$ cat config.mk
export PLATFORM = sky130hd
export DESIGN_NAME = acq_write_ctrl
export DESIGN_NICKNAME = d
export VERILOG_FILES = /design/src/rtl/acq_pkg.sv /design/src/rtl/acq_delay_counter.sv /design/src/rtl/acq_write_ctrl.sv
export SDC_FILE = /design/constraint.sdc
export NUM_CORES = 1
export LEC_CHECK = 0
export CAP_MARGIN = 20
export CORE_UTILIZATION = 55
export CTS_CLUSTER_DIAMETER = 200
export DETAILED_ROUTE_END_ITERATION = 8
export GPL_TIMING_DRIVEN = 0
export PLACE_DENSITY = 0.89
export SYNTH_ARGS = -nofsm -noshare
export SYNTH_HDL_FRONTEND = slang
export SYNTH_SLANG_ARGS = --single-unit
$ cat constraint.sdc
create_clock -name clk -period 4.4 [get_ports clk]
set_input_delay 0.88 -clock clk [delete_from_list [all_inputs] [get_ports clk]]
set_output_delay 0.88 -clock clk [all_outputs]
set_load 0.05 [all_outputs]
$ cat src/rtl/acq_pkg.sv
// acq_pkg: shared FSM state encoding and default widths for the acquisition write controller
package acq_pkg;
  typedef enum logic [2:0] {S_IDLE, S_ARMED, S_DELAY, S_WRITE, S_WAIT} acq_state_t;
  localparam int ADDR_WIDTH_DEF   = 13;
  localparam int PERIOD_WIDTH_DEF = 16;
  localparam int DELAY_WIDTH_DEF  = 16;
endpackage

$ cat src/rtl/acq_delay_counter.sv
// acq_delay_counter: loadable down-counter with zero flag
// ports: clk, rst (sync, active-high); i_load/i_val load the count; i_dec decrements; o_zero flags count==0
module acq_delay_counter #(
  parameter int W = 16
) (
  input  logic         clk,
  input  logic         rst,
  input  logic         i_load,
  input  logic         i_dec,
  input  logic [W-1:0] i_val,
  output logic         o_zero
);
  logic [W-1:0] r_cnt;
  always_ff @(posedge clk)
    if (rst) r_cnt <= '0;
    else if (i_load) r_cnt <= i_val;
    else if (i_dec) r_cnt <= r_cnt - W'(1);
  assign o_zero = (r_cnt == '0);
endmodule

$ cat src/rtl/acq_write_ctrl.sv
// acq_write_ctrl: sequences BRAM write bursts per acquisition period after a post-trigger delay
// ports: clk, rst (sync, active-high); restart arms and latches count_max/n_periods/delay;
//   end_cycle marks period boundaries; continuous rearms after the final period;
//   wen/addr/first/last drive the BRAM; period_idx, busy, done (pulse), overrun (sticky) report status
module acq_write_ctrl
  import acq_pkg::*;
#(
  parameter int ADDR_WIDTH   = ADDR_WIDTH_DEF,
  parameter int PERIOD_WIDTH = PERIOD_WIDTH_DEF,
  parameter int DELAY_WIDTH  = DELAY_WIDTH_DEF
) (
  input  logic                    clk,
  input  logic                    rst,
  input  logic                    restart,
  input  logic                    end_cycle,
  input  logic [ADDR_WIDTH-1:0]   count_max,
  input  logic [PERIOD_WIDTH-1:0] n_periods,
  input  logic [DELAY_WIDTH-1:0]  delay,
  input  logic                    continuous,
  output logic                    wen,
  output logic [ADDR_WIDTH-1:0]   addr,
  output logic                    first,
  output logic                    last,
  output logic [PERIOD_WIDTH-1:0] period_idx,
  output logic                    busy,
  output logic                    done,
  output logic                    overrun
);
  acq_state_t              r_state;
  logic [ADDR_WIDTH-1:0]   r_cm, r_addr;
  logic [PERIOD_WIDTH-1:0] r_np, r_pidx;
  logic [DELAY_WIDTH-1:0]  r_delay;
  logic                    r_wen, r_first, r_last, r_busy, r_done, r_overrun;
  logic [ADDR_WIDTH-1:0]   w_addr_nx;
  logic [PERIOD_WIDTH-1:0] w_last_pidx;
  logic                    w_final, w_go, w_zero, w_start, w_load;
  // n_periods==0 behaves as a single period
  assign w_last_pidx = (r_np == '0) ? '0 : r_np - PERIOD_WIDTH'(1);
  assign w_final     = (r_pidx == w_last_pidx);
  assign w_addr_nx   = r_addr + ADDR_WIDTH'(1);
  assign w_go        = end_cycle && (r_state == S_ARMED || r_state == S_WAIT);
  assign w_start     = (w_go && r_delay == '0) || (r_state == S_DELAY && w_zero);
  // counter holds delay-1 so the first write lands delay cycles after the boundary
  assign w_load      = !restart && w_go && r_delay != '0;
  acq_delay_counter #(.W(DELAY_WIDTH)) u_dly (
    .clk    (clk),
    .rst    (rst),
    .i_load (w_load),
    .i_dec  (r_state == S_DELAY && !w_zero),
    .i_val  (r_delay - DELAY_WIDTH'(1)),
    .o_zero (w_zero)
  );
  always_ff @(posedge clk)
    if (rst) begin
      r_state   <= S_IDLE;
      r_cm      <= '0;
      r_np      <= '0;
      r_delay   <= '0;
      r_addr    <= '0;
      r_pidx    <= '0;
      r_wen     <= 1'b0;
      r_first   <= 1'b0;
      r_last    <= 1'b0;
      r_busy    <= 1'b0;
      r_done    <= 1'b0;
      r_overrun <= 1'b0;
    end else begin
      r_done    <= 1'b0;
      r_overrun <= !restart && (r_overrun || (end_cycle && (r_state == S_DELAY || r_state == S_WRITE)));
      if (restart) begin
        r_cm    <= count_max;
        r_np    <= n_periods;
        r_delay <= delay;
        r_pidx  <= '0;
        r_addr  <= '0;
        r_wen   <= 1'b0;
        r_first <= 1'b0;
        r_last  <= 1'b0;
        r_busy  <= 1'b1;
        r_state <= S_ARMED;
      end else if (w_start) begin
        r_state <= S_WRITE;
        r_wen   <= 1'b1;
        r_addr  <= '0;
        r_first <= (r_pidx == '0);
        r_last  <= w_final && r_cm == '0;
      end else if (w_go) begin
        r_state <= S_DELAY;
      end else if (r_state == S_WRITE) begin
        if (r_addr == r_cm) begin
          r_wen   <= 1'b0;
          r_first <= 1'b0;
          r_last  <= 1'b0;
          r_done  <= w_final;
          r_pidx  <= w_final ? (continuous ? '0 : r_pidx) : r_pidx + PERIOD_WIDTH'(1);
          r_state <= (w_final && !continuous) ? S_IDLE : S_WAIT;
          r_busy  <= !(w_final && !continuous);
        end else begin
          r_addr <= w_addr_nx;
          r_last <= w_final && w_addr_nx == r_cm;
        end
      end
    end
  assign wen        = r_wen;
  assign addr       = r_addr;
  assign first      = r_first;
  assign last       = r_last;
  assign period_idx = r_pidx;
  assign busy       = r_busy;
  assign done       = r_done;
  assign overrun    = r_overrun;
endmodule

==> results of run 1 <==
-- state kept, by name (all words and copies together), names as in the netlist --
| register | cells |
|---|---|
| r_cm | 13 |
| done | 1 |
| addr | 13 |
| r_np | 16 |
| first | 1 |
| last | 1 |
| r_delay | 16 |
| overrun | 1 |
| busy | 1 |
| u_dly.r_cnt | 16 |
| r_state | 3 |
| period_idx | 16 |
| wen | 1 |
-- worst max-delay path, delay by kind of cell (launching register included) --
| family | cells | cell delay [ns] |
|---|---|---|
| AO/OA/AOI/OAI | 3 | 0.92 |
| adder cells (fa/ha/maj) | 1 | 0.36 |
| buffers and inverters | 2 | 0.64 |
| flip-flops | 1 | 0.36 |
| multiplexers | 1 | 0.26 |
| AND/OR/NAND/NOR | 4 | 1.40 |
-- worst max-delay path by stage --
stage / start / endpoint / slack [ns] / cells after the start
2_1_floorplan: r_delay[5]$_SDFFE_PP0P_ / u_dly.r_cnt[12]$_SDFFE_PP0P_ / 0.66 / 12
3_3_place_gp: end_cycle / u_dly.r_cnt[12]$_SDFFE_PP0P_ / 0.04 / 13
3_5_place_dp: end_cycle / u_dly.r_cnt[12]$_SDFFE_PP0P_ / -0.05 / 13
4_1_cts: r_delay[5]$_SDFFE_PP0P_ / u_dly.r_cnt[12]$_SDFFE_PP0P_ / 0.37 / 11
5_1_grt: r_delay[5]$_SDFFE_PP0P_ / u_dly.r_cnt[12]$_SDFFE_PP0P_ / 0.03 / 11
6_report: r_delay[5]$_SDFFE_PP0P_ / u_dly.r_cnt[12]$_SDFFE_PP0P_ / 0.32 / 11
-- final cells by class --
cell class	instances	area, um^2
buffer	49	267
clock buffer	11	131
clock inverter	5	61.3
fill	904	3280
inverter	17	63.8
multi-input combinational	564	3680
sequential	99	1980
tap	136	170
timing repair buffer	83	831
-- power breakdown --
part / leakage [nW] / total (W) / switching [W] / internal (W)
Clock: 0.0862 / 0.000590 / 0.000324 / 0.000266
Combinational: 1.71 / 0.000449 / 0.000245 / 0.000204
Sequential: 0.808 / 0.000976 / 0.0000440 / 0.000932
-- routing by layer --
metal | up-vias | wire length (um) | global-route usage
li1 | 2801 | - | -
met1 | 2762 | 7160 | 0.363
met2 | 233 | 7900 | 0.503
met3 | 33 | 871 | 0.0331
met4 | 0 | 359 | 0.120
met5 | - | 0 | 0
-- cells in the final DEF (no fill, tap or decap), drive strengths merged, types with 11 or more instances in the layout --
master / count
clkdlybuf4s50: 83
xor2: 17
nor3: 17
nand2: 52
mux2i: 58
nor4: 17
clkbuf: 44
inv: 17
nor2: 117
or3: 15
nand4: 11
a211oi: 18
o21ai: 19
dfxtp: 99
buf: 16
a21oi: 30
nand3: 31
xnor2: 40
-- through the flow --
stage	worst slack, ns	hold slack, ns	area (um^2)	util	total power, W
detailed placement	-0.0542	0.455	7000	0.669	0.00144
CTS	0.368	0.468	7180	0.687	0.00201
floorplan	0.657	0.448	5990	-	0.00130
global placement	0.0394	0.449	7000	0.669	0.00142
finish	0.319	0.472	7180	0.687	0.00202
global route	0.0345	0.497	7180	0.687	0.00211
-- cell families (layout without fill, tap and decap cells) --
kind of cell | Yosys count | count (layout) | share of synthesized area
adders and majority gates | 5 | 5 | 0.0104
buffers and inverters | 67 | 165 | 0.0557
muxes | 61 | 61 | 0.103
and+or+nand+nor | 312 | 312 | 0.261
xor gates and xnor gates | 57 | 57 | 0.0833
DFF | 99 | 99 | 0.331
AOI/OAI and AO/OA | 129 | 129 | 0.156
==> parameters.txt, run 1 <==
Parameter                              Value

Status
  Result of the run ... completed

Logic synthesis
  Synth Net Count ... 785
  Area share of the largest cell type after synthesis ... 0.331
  Yosys warning total ... 0
  Cell type with the largest total area after synthesis ... dfxtp_1
  Total of flip-flops plus latches after synthesis ... 99
  Number of distinct standard cells referenced by the synthesized netlist ... 78
  Mapped Cells ... 730
  Sequential share of the synthesized area ... 0.331
  Average instance area after synthesis ... 8.21 um^2
  Cell area after synthesis ... 5990 um^2
  Async S/R FF share, synth ... 0
  Post-synth top flop ... dfxtp_1
  Cell with the most instances after synthesis ... nor2_1
  Largest cells by area after synthesis ... dfxtp_1 33%, mux2i_1 9.7%, nor2_1 7.3%, xnor2_1 5.8%, nand2_1 3.2%
  Most instantiated cells after synthesis ... 116 x nor2_1, 99 x dfxtp_1, 58 x mux2i_1
  EDFF count, synth ... 0

Clock tree
  TritonCTS clock tree ... done
  Hold_buf cts ... 0
  Buffer depth of the longest clock path ... 2
  Worst-skew pair later-pin latency ... 0.36 ns
  Post-CTS repair timing setup buffer count ... 0
  Clock tree root driver cell ... clkbuf_8
  Clk pin slew, worst setup/hold paths ... 0.10 ns
  CTS H-Tree Depth ... 3
  Sink Count ... 99
  CTS resizes ... 0
  CTS buffer count ... 9

Setup path
  Peak per-stage delay on the critical path ... 0.54 ns
  Worst EP arrival ... 4.31 ns
  Endpoint of the most critical register-to-register path ... u_dly.r_cnt[12]$_SDFFE_PP0P_
  Worst Path Max Fanout ... 19
  Worst reg-to-reg setup slack ... 0.32 ns
  Crit path launch type ... register
  Nature of the critical path endpoint ... register
  Worst path required time ... 4.63 ns
  Worst setup path class ... reg2reg
  Register-to-Register Path Depth ... 11
  Launch point of the worst reg-to-reg path ... r_delay[5]$_SDFFE_PP0P_
  Slowest cell on the critical path ... o41ai_4
  Worst-path cell chain ... or3_1 > or4_4 > o41ai_4 > buf_4 > buf_2 > mux2i_1 > ha_1 > nor3b_2 > nand2_1 > o311ai_1 > a31oi_1

STA
  Number of max-slew violations in the final report ... 0
  Final hold violation count ... 0
  Max Fclk ... 0.245 GHz
  Setup-failing EPs final ... 0
  Final critical-path share of the clock period ... 0.928
  Worst clock skew on the final layout ... 0.0110 ns
  Unrepaired setup endpoints after global routing ... false
  Relative slew slack ... 0.470
  Transition time of the tightest slew-check pin ... 0.794 ns
  Sum of negative setup slack ... 0 ns
  Final period demand of the worst path ... 4.08 ns

Detailed routing
  Remaining routing DRC violations ... 0
  Detail Route Antenna Nets ... 0
  Average wire length per cell after detail routing ... 16.9 um
  Total wire length ... 16.3 mm
  Initial detailed-routing violation count ... 406
  Pre-antenna DRT Iters ... 5
  Total via count in the routed design ... 5829
  Mean number of vias per cell ... 6.05

Power and ir drop
  Power density over the cells ... 281 nW/um^2
  Static leakage power ... 2.60 nW
  VDD IR-drop max ... 0.156 mV

Global routing
  Congestion Overflow GR ... 0
  Via count of the first global-routing pass ... 5591
  Global-route wire length before repair ... 26.6 mm
  Total Routing Usage GR ... 0.290
  Number of antenna violations at the first check in global routing ... 0
  Maximum number of pins on one net before global-route repair ... 20

Flow run
  Number of maximum-capacitance constraint violations ... 0

Layout
  Fraction of layout instances using a drive strength above 1 ... 0.0737
  Final non-filler cell total ... 964
  Post-layout nets ... 878
  Total inserted antenna cells ... 0
  Layout overhead on the synthesized area ... 19.8%

Placement
  Final Wtd Congestion ... 0.909
  HPWL Detailed ... 12.1 mm
  Buffers added on ports ... 83
  Number of instances in the placed design ... 949

Die
  Core Region ... 10500 um^2
  Die span in y ... 106 um
  Row count ... 37
  Num ports ... 85
  DIE WIDTH ... 106 um
  Area enclosed by the die boundary ... 11300 um^2
  Starting density of the core ... 0.573

Min path
  Cell count of the worst hold path ... 2
  Worst hold endpoint ... wen$_SDFFE_PP0P_
  Hold/Removal Path Class ... reg2reg
  Worst hold start ... wen$_SDFFE_PP0P_
Note: power is estimated with default switching activity, not from simulation.
==> run 2: changes to the inputs <==
--- a/config.mk
+++ b/config.mk
@@ -6,11 +6,11 @@
 export NUM_CORES = 1
 export LEC_CHECK = 0
 export CAP_MARGIN = 20
-export CORE_UTILIZATION = 55
+export CORE_UTILIZATION = 45
 export CTS_CLUSTER_DIAMETER = 200
 export DETAILED_ROUTE_END_ITERATION = 8
 export GPL_TIMING_DRIVEN = 0
-export PLACE_DENSITY = 0.89
+export PLACE_DENSITY = 0.77
 export SYNTH_ARGS = -nofsm -noshare
 export SYNTH_HDL_FRONTEND = slang
 export SYNTH_SLANG_ARGS = --single-unit
==> constraint.sdc (replaced) <==
create_clock -name clk -period 4.97 [get_ports clk]
set_input_delay 0.994 -clock clk [delete_from_list [all_inputs] [get_ports clk]]
set_output_delay 0.994 -clock clk [all_outputs]
set_load 0.05 [all_outputs]
==> run 2 against run 1 <==
Routed wire length fell by 5.0%. Via count fell by 3.9%. Largest power group unchanged. Worst hold slack got worse by 0.015 ns. Sequential share of layout area fell by 0.59 points. Clock power rose by 22%. First-iteration DRC count fell by 3.0%. Final cell count rose by 3.8%. Sequential cell count did not move.
==> parameters.txt, run 2 (same netlist as run 1, synthesis figures left out) <==
Parameter                              Value

Min path
  Hold/Removal Path Class ... reg2reg (unchanged)

Placement
  HPWL Detailed ... 11.4 mm (was 12.1 mm)
  Final Wtd Congestion ... 0.892 (was 0.909)
  Buffers added on ports ... 83 (unchanged)
  Setup slack at placement ... 0.445 ns (was -0.0542 ns)

Clock tree
  CTS buffer count ... 9 (unchanged)
  CTS H-Tree Depth ... 3 (unchanged)
  CTS resizes ... 0 (unchanged)
  Post-CTS repair timing setup buffer count ... 0 (unchanged)
  Buffer depth of the longest clock path ... 2 (unchanged)
  Clock tree root driver cell ... clkbuf_16 (was clkbuf_8)
  TritonCTS clock tree ... done (unchanged)
  Clk pin slew, worst setup/hold paths ... 0.07 ns (was 0.10 ns)
  Worst-skew pair later-pin latency ... 0.36 ns (about the same)
  Hold_buf cts ... 0 (unchanged)
  Sink Count ... 99 (unchanged)

STA
  Number of max-slew violations in the final report ... 0 (unchanged)
  Final hold violation count ... 0 (unchanged)
  Worst clock skew on the final layout ... 0.00662 ns (was 0.0110 ns)
  Sum of negative setup slack ... 0 ns (unchanged)
  Final period demand of the worst path ... 4.47 ns (was 4.08 ns)
  Worst slack on hold paths ... 0.456 ns (was 0.472 ns)
  Unrepaired setup endpoints after global routing ... false (unchanged)
  Setup-failing EPs final ... 0 (unchanged)
  Relative slew slack ... 0.410 (was 0.470)
  Crit path setup slack, layout ... 0.499 ns (was 0.319 ns)
  Transition time of the tightest slew-check pin ... 0.884 ns (was 0.794 ns)
  Max Fclk ... 0.224 GHz (was 0.245 GHz)
  Final critical-path share of the clock period ... 0.900 (was 0.928)

Die
  Num ports ... 85 (unchanged)
  Core Region ... 12800 um^2 (was 10500 um^2)
  Area enclosed by the die boundary ... 13800 um^2 (was 11300 um^2)
  DIE WIDTH ... 117 um (was 106 um)
  Row count ... 41 (was 37)
  Die span in y ... 117 um (was 106 um)
  Starting density of the core ... 0.467 (was 0.573)

Layout
  Most frequent cells in the layout ... 116 x nor2_1, 99 x dfxtp_1, 83 x clkdlybuf4s50_1, 58 x mux2i_1, 51 x nand2_1 (unchanged)
  Post-layout nets ... 879 (was 878)
  Total inserted antenna cells ... 0 (unchanged)
  Fraction of layout instances using a drive strength above 1 ... 0.0760 (was 0.0737)
  Commonest non-fill, non-tap cell in the layout ... nor2_1 (unchanged)
  Layout overhead on the synthesized area ... 22.5% (was 19.8%)
  Number of fill cells in the layout ... 1202 (was 904)

Power and ir drop
  Reported net switching power ... 0.000565 W (was 0.000613 W)
  Sw Ratio ... 0.286 (was 0.304)
  Static leakage power ... 2.67 nW (was 2.60 nW)
  Internal power component ... 0.00141 W (was 0.00140 W)
  Power density over the cells ... 269 nW/um^2 (was 281 nW/um^2)
  Combinational cell fraction of total power ... 0.198 (was 0.223)
  Fraction of power consumed by sequential logic ... 0.437 (was 0.484)
  VDD IR-drop max ... 0.148 mV (was 0.156 mV)
  Total power consumption of the routed design ... 0.00198 W (was 0.00202 W)
  Clock share of power ... 0.365 (was 0.293)

Global routing
  Via count of the first global-routing pass ... 5144 (was 5591)
  Maximum number of pins on one net before global-route repair ... 17 (was 20)
  Global-route wire length before repair ... 25.8 mm (was 26.6 mm)
  Total Routing Usage GR ... 0.230 (was 0.290)
  Congestion Overflow GR ... 0 (unchanged)
  Number of antenna violations at the first check in global routing ... 0 (unchanged)

Detailed routing
  Mean number of vias per cell ... 5.59 (was 6.05)
  Initial detailed-routing violation count ... 394 (was 406)
  Detail Route Antenna Nets ... 0 (unchanged)
  Pre-antenna DRT Iters ... 5 (unchanged)
  Average wire length per cell after detail routing ... 15.5 um (was 16.9 um)
  Total via count in the routed design ... 5599 (was 5829)
  Total wire length ... 15.5 mm (was 16.3 mm)
  Remaining routing DRC violations ... 0 (unchanged)

Setup path
  Worst setup path class ... reg2reg (unchanged)
  Nature of the critical path endpoint ... register (unchanged)
  Worst path required time ... 5.19 ns (was 4.63 ns)
  Worst EP arrival ... 4.69 ns (was 4.31 ns)
  Crit path launch type ... register (unchanged)
  Worst Path Max Fanout ... 10 (was 19)

Status
  Result of the run ... completed (unchanged)

Flow run
  Number of maximum-capacitance constraint violations ... 0 (unchanged)
## run 2: changes by cell type in the layout (fill, tap and decap cells not counted), sizes merged
cell / delta
clkinvlp: -3
clkinv: +4
## run 2: layout make-up
cell class	count	area [um^2]	area share
Multi-Input combinational cell	564	3680	0.501
Sequential cell	99	1980	0.270
Timing Repair Buffer	83	831	0.113
Buffer	50	270	0.0368
Clock buffer	10	239	0.0325
Tap cell	172	215	0.0293
Inverter	17	63.8	0.00869
Clock inverter	6	62.6	0.00852
## run 2: final timing paths
kind                           start                      endpoint  slack [ns]  cells past startpoint
max          r_delay[5]$_SDFFE_PP0P_  u_dly.r_cnt[12]$_SDFFE_PP0P_        0.50                     12
min                 wen$_SDFFE_PP0P_              wen$_SDFFE_PP0P_        0.46                      2
max reg2reg  r_delay[5]$_SDFFE_PP0P_  u_dly.r_cnt[12]$_SDFFE_PP0P_        0.50                     12
min reg2reg         wen$_SDFFE_PP0P_              wen$_SDFFE_PP0P_        0.46                      2
## run 2: through the flow
step / instances / area [um^2] / util
after floorplan: 730 / 5990 / -
after global placement: 985 / 7040 / 0.549
after detailed placement: 985 / 7040 / 0.549
after CTS: 1001 / 7340 / 0.572
after global routing: 1001 / 7340 / 0.572
final: 1001 / 7340 / 0.572
## run 2: critical path, stage by stage, from the launching register on
cell and delay, ns:
dfxtp_1 0.35, or3_1 0.44, or4_4 0.48, o41ai_4 0.56, buf_4 0.27, clkbuf_1 0.41, buf_2 0.36, mux2i_1 0.23
ha_1 0.34, nor3b_2 0.38, nand2_1 0.12, o311ai_1 0.27, a31oi_1 0.11
## run 2: routing by layer
layer,track usage,vias up,part of all wire
li1,-,2803,-
met1,0.307,2627,0.48
met2,0.368,151,0.46
met3,0.0340,18,0.043
met4,0.0942,0,0.018
met5,0,-,0
## run 2: power groups by stage
stage	Combinational (W)	Clock [W]	Sequential, W
floorplan	0.000282	0	0.000873
global placement	0.000381	0	0.000880
detailed placement	0.000386	0	0.000881
CTS	0.000389	0.000732	0.000863
global route	0.000431	0.000767	0.000868
finish	0.000391	0.000721	0.000863
==> run 3: changes to the inputs <==
==> constraint.sdc (replaced) <==
create_clock -name clk -period 4.97 [get_ports clk]
set_input_delay 0.7455 -clock clk [delete_from_list [all_inputs] [get_ports clk]]
set_output_delay 0.7455 -clock clk [all_outputs]
set_load 0.02 [all_outputs]
==> results of run 3 <==
Same layout as run 2 (identical final DEF). Status: completed.
Among the figures that moved: setup slack after placement 0.445 ns -> 0.571 ns; total power 0.00198 W -> 0.00197 W
